**src/rtl/seg_display_ctrl_pkg.sv**
```systemverilog
// Shared constants for the 7-segment display controller: segment patterns, FSM encodings, scan slots.
// Also holds the double-dabble nibble correction used by the converter.
package seg_display_ctrl_pkg;

    localparam logic [6:0] SEG_0     = 7'b1000000;
    localparam logic [6:0] SEG_1     = 7'b1111001;
    localparam logic [6:0] SEG_2     = 7'b0100100;
    localparam logic [6:0] SEG_3     = 7'b0110000;
    localparam logic [6:0] SEG_4     = 7'b0011001;
    localparam logic [6:0] SEG_5     = 7'b0010010;
    localparam logic [6:0] SEG_6     = 7'b0000010;
    localparam logic [6:0] SEG_7     = 7'b1111000;
    localparam logic [6:0] SEG_8     = 7'b0000000;
    localparam logic [6:0] SEG_9     = 7'b0010000;
    localparam logic [6:0] SEG_BLANK = 7'h7F;

    localparam logic [0:0] ST_IDLE = 1'b0;
    localparam logic [0:0] ST_CONV = 1'b1;

    localparam logic [1:0] IDX_ONES  = 2'd0;
    localparam logic [1:0] IDX_TENS  = 2'd1;
    localparam logic [1:0] IDX_HUNDS = 2'd2;
    localparam logic [1:0] IDX_SPARE = 2'd3;

    function automatic logic [3:0] add3(input logic [3:0] n);
        return (n >= 4'd5) ? n + 4'd3 : n;
    endfunction

endpackage

```
**src/rtl/seg_display_ctrl_seg7_decode.sv**
```systemverilog
// BCD nibble to active-low {g,f,e,d,c,b,a} pattern; purely combinational, no flow control.
// Non-decimal nibbles render as a blank digit.
module seg7_decode
    import seg_display_ctrl_pkg::*;
(
    input  logic [3:0] bcd,
    output logic [6:0] seg
);

    always_comb begin
        seg = SEG_BLANK;
        case (bcd)
            4'd0: seg = SEG_0;
            4'd1: seg = SEG_1;
            4'd2: seg = SEG_2;
            4'd3: seg = SEG_3;
            4'd4: seg = SEG_4;
            4'd5: seg = SEG_5;
            4'd6: seg = SEG_6;
            4'd7: seg = SEG_7;
            4'd8: seg = SEG_8;
            4'd9: seg = SEG_9;
            default: seg = SEG_BLANK;
        endcase
    end

endmodule

```
**src/rtl/seg_display_ctrl.sv**
```systemverilog
// Latches an 8-bit value, converts to BCD in 8 clocks (busy), and scans it onto a 4-digit display.
// Requests arriving while busy are dropped; display outputs lag the scan index by one clock.
module seg_display_ctrl
    import seg_display_ctrl_pkg::*;
#(
    parameter int REFRESH_DIV = 50000,
    parameter bit BLANK_LZ    = 1'b1
) (
    input  logic       clk,
    input  logic       rst,
    input  logic [8:0] datainseg,
    output logic [6:0] seg,
    output logic       dp,
    output logic [3:0] an,
    output logic       busy
);

    localparam int PW = (REFRESH_DIV > 2) ? $clog2(REFRESH_DIV) : 1;

    logic [0:0]    state;
    logic [19:0]   shreg;
    logic [2:0]    bitcnt;
    logic [3:0]    hund, tens, ones;
    logic          disp_vld;
    logic [PW-1:0] presc;
    logic [1:0]    idx;

    logic [19:0]   adj;
    logic [19:0]   shifted;
    logic [3:0]    digit;
    logic          blank;
    logic [6:0]    dec_seg;

    always_comb begin
        adj     = {add3(shreg[19:16]), add3(shreg[15:12]), add3(shreg[11:8]), shreg[7:0]};
        shifted = {adj[18:0], 1'b0};
    end

    always_ff @(posedge clk) begin
        if (rst) begin
            state    <= ST_IDLE;
            shreg    <= '0;
            bitcnt   <= '0;
            hund     <= '0;
            tens     <= '0;
            ones     <= '0;
            disp_vld <= 1'b0;
        end else if (state == ST_IDLE) begin
            if (datainseg[8]) begin
                shreg  <= {12'b0, datainseg[7:0]};
                bitcnt <= '0;
                state  <= ST_CONV;
            end
        end else begin
            shreg  <= shifted;
            bitcnt <= bitcnt + 3'd1;
            // Eighth shift: the BCD digits are complete in the shifted value
            if (bitcnt == 3'd7) begin
                hund     <= shifted[19:16];
                tens     <= shifted[15:12];
                ones     <= shifted[11:8];
                disp_vld <= 1'b1;
                state    <= ST_IDLE;
            end
        end
    end

    always_ff @(posedge clk) begin
        if (rst) begin
            presc <= '0;
            idx   <= '0;
        end else if (presc == PW'(REFRESH_DIV - 1)) begin
            presc <= '0;
            idx   <= idx + 2'd1;
        end else begin
            presc <= presc + PW'(1);
        end
    end

    always_comb begin
        digit = ones;
        blank = 1'b0;
        case (idx)
            IDX_ONES:  digit = ones;
            IDX_TENS: begin
                digit = tens;
                blank = BLANK_LZ && (hund == 4'd0) && (tens == 4'd0);
            end
            IDX_HUNDS: begin
                digit = hund;
                blank = BLANK_LZ && (hund == 4'd0);
            end
            default:   blank = 1'b1;
        endcase
    end

    seg7_decode u_dec (
        .bcd (digit),
        .seg (dec_seg)
    );

    always_ff @(posedge clk) begin
        if (rst || !disp_vld) begin
            an  <= 4'hF;
            seg <= SEG_BLANK;
        end else begin
            an  <= ~(4'b0001 << idx);
            seg <= blank ? SEG_BLANK : dec_seg;
        end
    end

    assign dp   = 1'b1;
    assign busy = (state == ST_CONV);

endmodule

```
**config.mk**
```make
export PLATFORM = sky130hd
export DESIGN_NAME = seg_display_ctrl
export DESIGN_NICKNAME = d
export VERILOG_FILES = /design/src/rtl/seg_display_ctrl_pkg.sv /design/src/rtl/seg_display_ctrl_seg7_decode.sv /design/src/rtl/seg_display_ctrl.sv
export SDC_FILE = /design/constraint.sdc
export NUM_CORES = 1
export LEC_CHECK = 0
export BUFFER_PORTS_ARGS = -buffer_cell sky130_fd_sc_hd__buf_2
export CORE_ASPECT_RATIO = 1.25
export CORE_UTILIZATION = 59
export CTS_CLUSTER_DIAMETER = 120
export DETAILED_ROUTE_END_ITERATION = 6
export PLACE_DENSITY_LB_ADDON = 0.05
export SYNTH_ARGS = -nofsm -noshare
export SYNTH_HDL_FRONTEND = slang
export SYNTH_SLANG_ARGS = --single-unit
```
**constraint.sdc**
```tcl
create_clock -name clk -period 2.42 [get_ports clk]
set_input_delay 0.121 -clock clk [delete_from_list [all_inputs] [get_ports clk]]
set_output_delay 0.121 -clock clk [all_outputs]
set_load 0.01 [all_outputs]
```
==> qor.yml, run 1 <==
syn-cell-area_mm2: 0.003037
finalHoldWorstSlack_ns: 0.06857
ys_seq_area_share_pct: 43.51
area_growth_syn_to_layout_pct: 9.147
power_density_mw_per_mm2: 597.2
detailedPlacementHpwl_um: 3542
clock-sinks: 66
drv_slew: 0
leakage_power_uw: 0.001274
netlist_top_cells_count: "sky130_fd_sc_hd__dfxtp_1, sky130_fd_sc_hd__nor2_1, sky130_fd_sc_hd__a21oi_1"
post_route_cells_drive_above_1_share_pct: 11.96
cts_tree: "built"
routedWlPerCell_um: 11.83
vdd_ir_drop_max_v: 0.0004149
ys_warn_count: 0
ctsHoldBuffers: 0
crit_chain: "inv_1, ha_1, nor2_1, a21o_1, inv_1, ha_1, nor3_1, o21ai_0"
dieArea_mm2: 0.005439
synth-async-reset-ratio_pct: 0
postRouteWirelength_um: 5063
synth_enable_flop_cells: 0
post_synthesis_net_count: 373
cts_inserted_buffers: 9
crit_slowest_cell: "sky130_fd_sc_hd__ha_1"
cp.required_ns: 2.61
critPathTopFamily: "adder cells"
final_period_minus_worst_setup_slack_ns: 2.045
grt-ovfl-total: 0
worstPathMaxFanout: 11
synth_top_cell_by_area: "sky130_fd_sc_hd__dfxtp_1"
hold_viol_final: 0
worst_skew_late_latency_ns: 0.33
quantity_of_i_o_buffers_inserted_on_ports: 22
yosysTopAreaCellShare_pct: 43.51
grt_util_all_layers_pct: 20.88
grt_start_max_net_pins: 33
average_via_count_per_standard_cell: 5.360
route.antenna.remaining_nets: 0
synth.most_common_cell: "sky130_fd_sc_hd__dfxtp_1"
synth_unique_cells: 39
setup-tns-final_ns: 0
initial_core_util_pct: 62.81
antenna_found_initial: 0
finish.net_count: 392
floorplan.core_area_mm2: 0.004835
min_period_over_period_pct: 84.50
start_kind: "flip-flop"
cts_max_level: 3
synthesized_instance_count: 344
ys_seq_elements: 66
initialDrtViolationCount: 117
cts_resized: 0
clock.fmax_mhz: 489.0
timing.final.setup_violations: 0
max_slew_margin_pct: 40.87
ctsRootBufferMaster: "sky130_fd_sc_hd__clkbuf_8"
max_capacitance_violation_count: 0
num-fill-cells: 430
timing.setup.critical_path_class: "flip-flop to flip-flop"
floorplan.die.width_um: 66.17
top_level_ports: 24
buffer_depth_of_the_longest_clock_path: 2
crit_arrival_ns: 2.24
place_congestion: 0.8441
avgSynthCellArea_um2: 8.828
grt_pass1_vias: 2051
worst_slew_pin_slew_ns: 0.8870
cts.repair_timing.setup_buffer_count: 0
n_antenna_cell: 0
setup_repair_after_global_routing_missed_its_margin: "false"
critPathCaptureType: "flip-flop"
drt_drc_violations_left: 0
die_height_um: 82.21
path_clk_slew_ns: 0.07
synth_top_cells_by_area: "sky130_fd_sc_hd__dfxtp_1, sky130_fd_sc_hd__ha_1, sky130_fd_sc_hd__nor2_1"
dominantRegCellSynth: "sky130_fd_sc_hd__dfxtp_1"
cp_num_buf_inv: 2
min_path_type: "input port to flip-flop"
max_stage_delay_ns: 0.44
detailroute.via_count: 2294
postLayoutCoreUtil_pct: 68.56
grt_first_pass_wirelength_um: 8673
dr.pass1.iters: 4
finalClockSkew_ns: 0.007005
core.rowCount: 28
run_status: "complete, no violations"
## cells in the final DEF, fill, tap and decap left out, drive strengths merged
cell type  netlist  final
dfxtp           66     66
nand3            7      7
a22o             6      6
nor2            57     57
a21oi           33     33
buf              6     23
nor3             7      7
nand2           19     19
inv             13     13
and3             2      2
xor2             7      7
ha              18     18
nand2b           8      8
mux2             2      2
nor4             5      5
clkbuf           9     13
mux2i           12     12
a21o             6      6
nand4            6      6
xnor2           12     12
o21ai           14     14
a22oi            4      4
clkinv           0      3
or3              2      2
or4b             1      1
conb             1      1
o211ai           2      2
a211oi           3      3
or2              2      2
nor3b           12     12
nor2b            2      2
## tightest hold or removal path: cells and delay by family
family                 cells  cell delay, ns
buffers and inverters      1            0.07
multiplexers               1            0.05
AND/OR/NAND/NOR            1            0.11
## through the flow
step / instance area [µm²] / total power (µW) / cells / worst slack (ns)
after detailed placement: 3151 / 1225 / 412 / 0.3850
final: 3314 / 1980 / 428 / 0.3751
after floorplan: 3037 / 1207 / 344 / 0.5604
after CTS: 3314 / 2003 / 428 / 0.3782
after global routing: 3314 / 2073 / 428 / 0.1504
after global placement: 3151 / 1223 / 412 / 0.4490
## layout make-up
class                      instances  area, µm²  share of cell area [%]
multi-input combinational        250       1588                   47.90
sequential                        66       1321                   39.86
clock buffer                      13      148.9                   4.492
timing repair buffer              23      117.6                   3.549
tap                               60      75.07                   2.265
inverter                          13      48.80                   1.472
clock inverter                     3      15.01                  0.4530
## layer usage
layer	global-route usage, %	share of wire, %	up-vias
met5	0	0	-
met4	8.298	0.95	0
met3	6.181	3.5	6
met2	36.33	49	37
met1	23.83	47	1033
li1	-	-	1218
## cell families after synthesis
| kind of cell | synth area share [%] |
|---|---|
| AO/OA/AOI/OAI | 13.47 |
| XOR/XNOR | 5.480 |
| adder cells (fa/ha/maj) | 7.417 |
| buffers and inverters | 4.203 |
| flip-flops | 43.51 |
| multiplexers | 4.697 |
| other | 0.1235 |
| AND/OR/NAND/NOR | 21.10 |
## where the power goes
group | total [µW] | switching [µW] | leakage (µW) | internal [µW]
registers | 1120 | 14.0 | 0.000534 | 1100
clock network | 780 | 385 | 0.0000872 | 396
logic | 83.6 | 51.3 | 0.000652 | 32.3
## flip-flops by register name, summed over array words and instances, names as in the netlist, 2 cells and up
register,count
tens,4
shreg,20
an,4
seg,7
idx,2
hund,4
ones,4
presc,16
bitcnt,3
## worst paths after layout
check                                  start        to  slack (ns)  cells after the start
worst max-delay path                  idx[0]    seg[5]        0.38                      8
worst max register to register        idx[0]    seg[5]        0.38                      8
worst min register to register       ones[3]   ones[3]        0.46                      2
worst min-delay path            datainseg[0]  shreg[0]        0.07                      3
Power figures use the tool's default switching activity.
==> run 2: changes to the inputs <==
clock period = 2 ns   (was 2.42 ns; I/O delays follow)
==> run 2 against run 1 <==
Net effect:
- non-clock buffer count up 6
- final cell count is 1.4% higher
- die area stayed put
- critical path depth unchanged
- routed wire length increased by 5.4%
- count of clock-buffer cells in the layout down 2
- combinational power rose by 33%
- global-route usage is 0.70 points higher
- first-iteration DRC count shrank 18%
==> qor.yml, run 2 (synthesized netlist as in run 1, its figures left out) <==
run_status: "complete, no violations"
min_path_type: "input port to flip-flop"
die_height_um: 82.21
cp.required_ns: 2.20
worst_case_setup_slack_after_placement_ns: 0.01271
setup_repair_after_global_routing_missed_its_margin: "false"
cts_tree: "built"
detailroute.via_count: 2329
vdd_ir_drop_max_v: 0.0005639
grt_start_max_net_pins: 32
dieArea_mm2: 0.005439
grt_first_pass_wirelength_um: 8983
hold_viol_final: 0
drv_slew: 0
worstPathMaxFanout: 6
floorplan.core_area_mm2: 0.004835
reg2reg_from: "idx[0]"
clock.fmax_mhz: 551.7
critPathCaptureType: "flip-flop"
cts_inserted_buffers: 9
finalWorstSetupSlack_ns: 0.1874
final_period_minus_worst_setup_slack_ns: 1.813
top_regs: "shreg: 20 flops, presc: 16 flops, seg: 7 flops"
cts_max_level: 3
drt_drc_violations_left: 0
buffer_depth_of_the_longest_clock_path: 2
rrSetupSlack_ns: 0.19
initial_core_util_pct: 62.81
antenna_found_initial: 0
core.rowCount: 28
worst_skew_late_latency_ns: 0.34
finish.net_count: 398
layout_commonest_cell: "sky130_fd_sc_hd__dfxtp_1"
average_via_count_per_standard_cell: 5.366
routedWlPerCell_um: 12.29
clock-sinks: 66
path_clk_slew_ns: 0.07
totalPowerFinal_uw: 2689
ctsRootBufferMaster: "sky130_fd_sc_hd__clkbuf_8"
start_kind: "flip-flop"
max_capacitance_violation_count: 0
finalClockSkew_ns: 0.01019
route.antenna.remaining_nets: 0
grt-ovfl-total: 0
grt_pass1_vias: 2126
grt_util_all_layers_pct: 21.58
n_antenna_cell: 0
place_congestion: 0.8205
quantity_of_i_o_buffers_inserted_on_ports: 22
layout.cells.most_common_list: "sky130_fd_sc_hd__dfxtp_1, sky130_fd_sc_hd__nor2_1, sky130_fd_sc_hd__a21oi_1, sky130_fd_sc_hd__buf_2, sky130_fd_sc_hd__nand2_1"
floorplan.die.width_um: 66.17
crit_arrival_ns: 2.01
timing.setup.critical_path_class: "flip-flop to flip-flop"
min_period_over_period_pct: 90.63
cp-startpoint: "idx[0]"
initialDrtViolationCount: 96
area_growth_syn_to_layout_pct: 13.80
largest_register_ffs: 20
finalHoldWorstSlack_ns: 0.05566
leakage_power_uw: 0.001334
power_density_mw_per_mm2: 778.2
dr.pass1.iters: 4
post_route_cells_drive_above_1_share_pct: 15.78
detailedPlacementHpwl_um: 3740
setup-tns-final_ns: 0
register_with_the_most_flip_flops: "shreg"
top_level_ports: 24
hold_path_startpoint: "datainseg[0]"
timing.final.setup_violations: 0
postRouteWirelength_um: 5336
## run 2: changes by cell type in the layout (fill, tap and decap cells not counted), moves of 2 or more
| cell | delta |
|---|---|
| sky130_fd_sc_hd__ha_1 | -3 |
| sky130_fd_sc_hd__dfxtp_1 | -2 |
| sky130_fd_sc_hd__dfxtp_2 | +2 |
| sky130_fd_sc_hd__bufinv_16 | +2 |
| sky130_fd_sc_hd__buf_4 | +5 |
| sky130_fd_sc_hd__ha_2 | +2 |
| sky130_fd_sc_hd__clkbuf_1 | -2 |
## run 2: through the flow
step / util [%] / instance area [µm²] / cells
finish: 71.48 / 3456 / 434
CTS: 70.78 / 3422 / 433
detailed placement: 66.20 / 3201 / 417
floorplan: - / 3037 / 344
global route: 71.48 / 3456 / 434
global placement: 66.20 / 3201 / 417
## run 2: worst paths after layout
| check | to | depth (start not counted) |
|---|---|---|
| worst max register to register | seg[5] | 8 |
| worst max-delay path | seg[5] | 8 |
| worst min register to register | ones[3] | 2 |
| worst min-delay path | shreg[0] | 3 |
## run 2: final cells by class
class	instances	area, µm²
Tap cell	60	75.07
Clock inverter	5	77.57
Timing Repair Buffer	29	175.2
Sequential cell	66	1324
Inverter	13	48.80
Clock buffer	11	141.4
Multi-Input combinational cell	250	1614
Fill cell	404	1379
## run 2: routing by layer
| metal | GRT usage (%) | share of wire (%) | vias to the layer above |
|---|---|---|---|
| met5 | 0 | 0 | - |
| met4 | 8.936 | 1.7 | 0 |
| met3 | 5.357 | 2.4 | 8 |
| met2 | 37.96 | 49 | 32 |
| met1 | 24.77 | 47 | 1067 |
| li1 | - | - | 1222 |
## run 2: critical path, stage by stage, from the launching register on
cell and delay [ns]:
sky130_fd_sc_hd__dfxtp_2 0.38, sky130_fd_sc_hd__inv_1 0.12, sky130_fd_sc_hd__ha_2 0.24, sky130_fd_sc_hd__a22oi_1 0.14
sky130_fd_sc_hd__a21o_1 0.19, sky130_fd_sc_hd__inv_1 0.10, sky130_fd_sc_hd__ha_1 0.21, sky130_fd_sc_hd__nor3_2 0.18
sky130_fd_sc_hd__o21ai_0 0.10
## run 2: where the power goes
part | switching (µW) | internal, µW | total (µW)
Clock | 497 | 732 | 1230
Sequential | 16.6 | 1330 | 1350
Combinational | 64.1 | 46.8 | 111
## run 2: repair_timing
action | 4_1_cts | 5_1_grt
pin swaps | 0 | 1
resized for setup | 1 | 7
hold buffers | 0 | 0
cloned | 0 | 0
endpoints found under the setup margin | 4 | 6
setup buffers | 0 | 1
==> run 3: changes to the inputs <==
ABC_AREA = 1   (was not set)
CORE_UTILIZATION = 35   (was 59)
==> run 3 against run 2 <==
Net effect:
- clock power grew 28%
- via count up 21%
- sequential share of layout area down 4.1 points
- combinational power is essentially flat
- core utilization is 29 points lower
- non-clock buffer count grew 3
==> qor.yml, run 3 <==
crit_chain: "inv_1, ha_1, inv_2, nand2_1, nand2_1, ha_1, or2_1, nand2_1"
post_synth_fa_ha_maj_area_fraction_pct: 6.831
synthesized_instance_count: 457
synth-async-reset-ratio_pct: 0
ys_warn_count: 0
ys_seq_elements: 66
setup-tns-final_ns: 0
leakage_power_uw: 0.001626
detailroute.wirelength.met3_um: 188
hold_path_startpoint: "datainseg[4]"
finalClockSkew_ns: 0.007618
layout.cells.most_common_list: "sky130_fd_sc_hd__nand2_1, sky130_fd_sc_hd__dfxtp_1, sky130_fd_sc_hd__nand3_1, sky130_fd_sc_hd__inv_1"
max_stage_delay_ns: 0.40
area_growth_syn_to_layout_pct: 17.04
synth_top_cell_by_area: "sky130_fd_sc_hd__dfxtp_1"
top_regs: "shreg: 20 flops, presc: 16 flops, seg: 7 flops"
route.antenna.remaining_nets: 0
post_route_cells_drive_above_1_share_pct: 15.82
synthMuxAreaShare_pct: 0.6072
wl_met2_um: 3095
yosysTopAreaCellShare_pct: 40.08
detailedPlacementHpwl_um: 4979
synth_enable_flop_cells: 0
dr.pass1.iters: 4
grt_pass1_vias: 2660
buffer_depth_of_the_longest_clock_path: 2
cts_tree: "built"
grt_first_pass_wirelength_um: 11940
routedWlPerCell_um: 10.91
register_with_the_most_flip_flops: "shreg"
quantity_of_i_o_buffers_inserted_on_ports: 22
core.rowCount: 39
drv_slew: 0
ys_seq_area_share_pct: 40.08
start_kind: "flip-flop"
antenna_found_initial: 0
average_via_count_per_standard_cell: 4.558
initial_core_util_pct: 36.13
min_path_type: "input port to flip-flop"
run_status: "complete, no violations"
clock-sinks: 66
floorplan.core_area_mm2: 0.009125
main_combinational_cell_family_by_area_after_synthesis: "simple AND/OR/NAND/NOR gates"
reg2reg_from: "idx[1]"
path_clk_slew_ns: 0.05
grt-ovfl-total: 0
ctsRootBufferMaster: "sky130_fd_sc_hd__clkbuf_16"
final_cell_count_no_fill: 616
place_congestion: 0.7943
timing.setup.critical_path_class: "flip-flop to flip-flop"
layout_commonest_cell: "sky130_fd_sc_hd__nand2_1"
n_antenna_cell: 0
synth.most_common_cell: "sky130_fd_sc_hd__nand2_1"
rrSetupSlack_ns: 0.20
setup_repair_after_global_routing_missed_its_margin: "false"
dominantRegCellSynth: "sky130_fd_sc_hd__dfxtp_1"
hold_end: "shreg[4]"
grt_util_all_layers_pct: 15.71
worst_skew_late_latency_ns: 0.33
wl_met1_um: 3256
detailroute.via_count: 2808
cts_inserted_buffers: 9
synth_compound_gate_area_share_pct: 8.956
final_period_minus_worst_setup_slack_ns: 1.799
largest_register_ffs: 20
finalHoldWorstSlack_ns: 0.05204
finish.net_count: 517
synthSimpleGateAreaFrac_pct: 34.38
critical_path.most_common_cell: "sky130_fd_sc_hd__nand2_1"
synth_unique_cells: 33
placed_cells: 599
hold_viol_final: 0
cts_max_level: 3
vdd_ir_drop_max_v: 0.0003795
hold_path_depth: 5
top_level_ports: 24
cp_num_buf_inv: 2
synth_top_cells_by_area: "sky130_fd_sc_hd__dfxtp_1, sky130_fd_sc_hd__nand2_1, sky130_fd_sc_hd__nand3_1"
reg2regPathDepth: 8
initialDrtViolationCount: 107
grt_start_max_net_pins: 17
worstPathMaxFanout: 6
power_density_mw_per_mm2: 788.8
netlist_top_cells_count: "sky130_fd_sc_hd__nand2_1, sky130_fd_sc_hd__dfxtp_1, sky130_fd_sc_hd__nand3_1"
post_synthesis_net_count: 486
die_height_um: 110.5
critPathTopFamily: "adder cells"
crit_slowest_cell: "sky130_fd_sc_hd__dfxtp_1"
floorplan.die.width_um: 88.81
critical_path.reg2reg.endpoint: "seg[1]"
timing.final.setup_violations: 0
drt_drc_violations_left: 0
critPathCaptureType: "flip-flop"
cp.required_ns: 2.28
top_layer: "met4"
avgSynthCellArea_um2: 7.214
dieArea_mm2: 0.009814
max_capacitance_violation_count: 0
ctsHoldBuffers: 0
synth_xor_area_share_pct: 0.5313
crit_arrival_ns: 2.08
min_period_over_period_pct: 89.95
postRouteWirelength_um: 6718
clock.fmax_mhz: 555.9
syn-cell-area_mm2: 0.003297
[run 3: changes by cell type after synthesis, moves of 10 or more]
cell	before	now
sky130_fd_sc_hd__xnor2_1	12	2
sky130_fd_sc_hd__nor2_1	57	22
sky130_fd_sc_hd__nand3_1	7	55
sky130_fd_sc_hd__nor3b_1	12	0
sky130_fd_sc_hd__a21oi_1	32	22
sky130_fd_sc_hd__nand2_1	18	140
sky130_fd_sc_hd__mux2i_1	12	2
sky130_fd_sc_hd__inv_1	13	51
[run 3: report_power, final]
group          internal, µW  switching (µW)  total (µW)
clock network          1030             553        1580
registers              1330            13.5        1350
logic                  39.8            71.2         111
total                  2410             638        3040
[run 3: cell type report]
| cell class | instances | area (µm²) |
|---|---|---|
| Timing Repair Buffer | 32 | 185.2 |
| Sequential cell | 66 | 1321 |
| Tap cell | 123 | 153.9 |
| Clock buffer | 14 | 264.0 |
| Fill cell | 957 | 5266 |
| Multi-Input combinational cell | 325 | 1695 |
| Inverter | 54 | 203.9 |
| Clock inverter | 2 | 35.03 |
[run 3: cells by family after synthesis]
group / Yosys count
other: 1
AND/OR/NAND/NOR: 253
flip-flops: 66
adder cells (fa/ha/maj): 18
multiplexers: 2
XOR/XNOR: 2
AO/OA/AOI/OAI: 49
buffers and inverters: 66
[run 3: tightest hold or removal path, cell delays in order]
cell	delay, ns
sky130_fd_sc_hd__buf_2	0.07
sky130_fd_sc_hd__nand2_1	0.04
sky130_fd_sc_hd__nand3_1	0.05
sky130_fd_sc_hd__nand2_1	0.04
sky130_fd_sc_hd__inv_1	0.04
[run 3: worst max-delay path by stage]
stage,end,start,cells after the start
after global placement,seg[5],idx[1],12
after CTS,seg[1],idx[1],9
after global routing,seg[6],idx[1],12
after floorplan,seg[1],idx[0],9
after detailed placement,seg[1],idx[1],9
final,seg[1],idx[1],8
[run 3: per-stage QoR]
step	worst slack, ns	area [µm²]	util [%]	total power [µW]
finish	0.2010	3859	42.29	3044
detailed placement	0.1424	3552	38.93	1490
global placement	0.1916	3552	38.93	1489
floorplan	0.1488	3297	-	1454
global route	0.05279	3859	42.29	3177
CTS	0.1313	3851	42.20	3097
[run 3: layer usage]
layer  GRT usage (%)  vias to the layer above
met5               0                        -
met4           8.710                        0
met1           19.72                     1233
li1                -                     1523
met3           2.990                       12
met2           24.82                       40
[run 3: timing repair]
item	4_1_cts	5_1_grt
gates resized for setup	0	0
buffers inserted	0	1
endpoints found under the setup margin	0	2
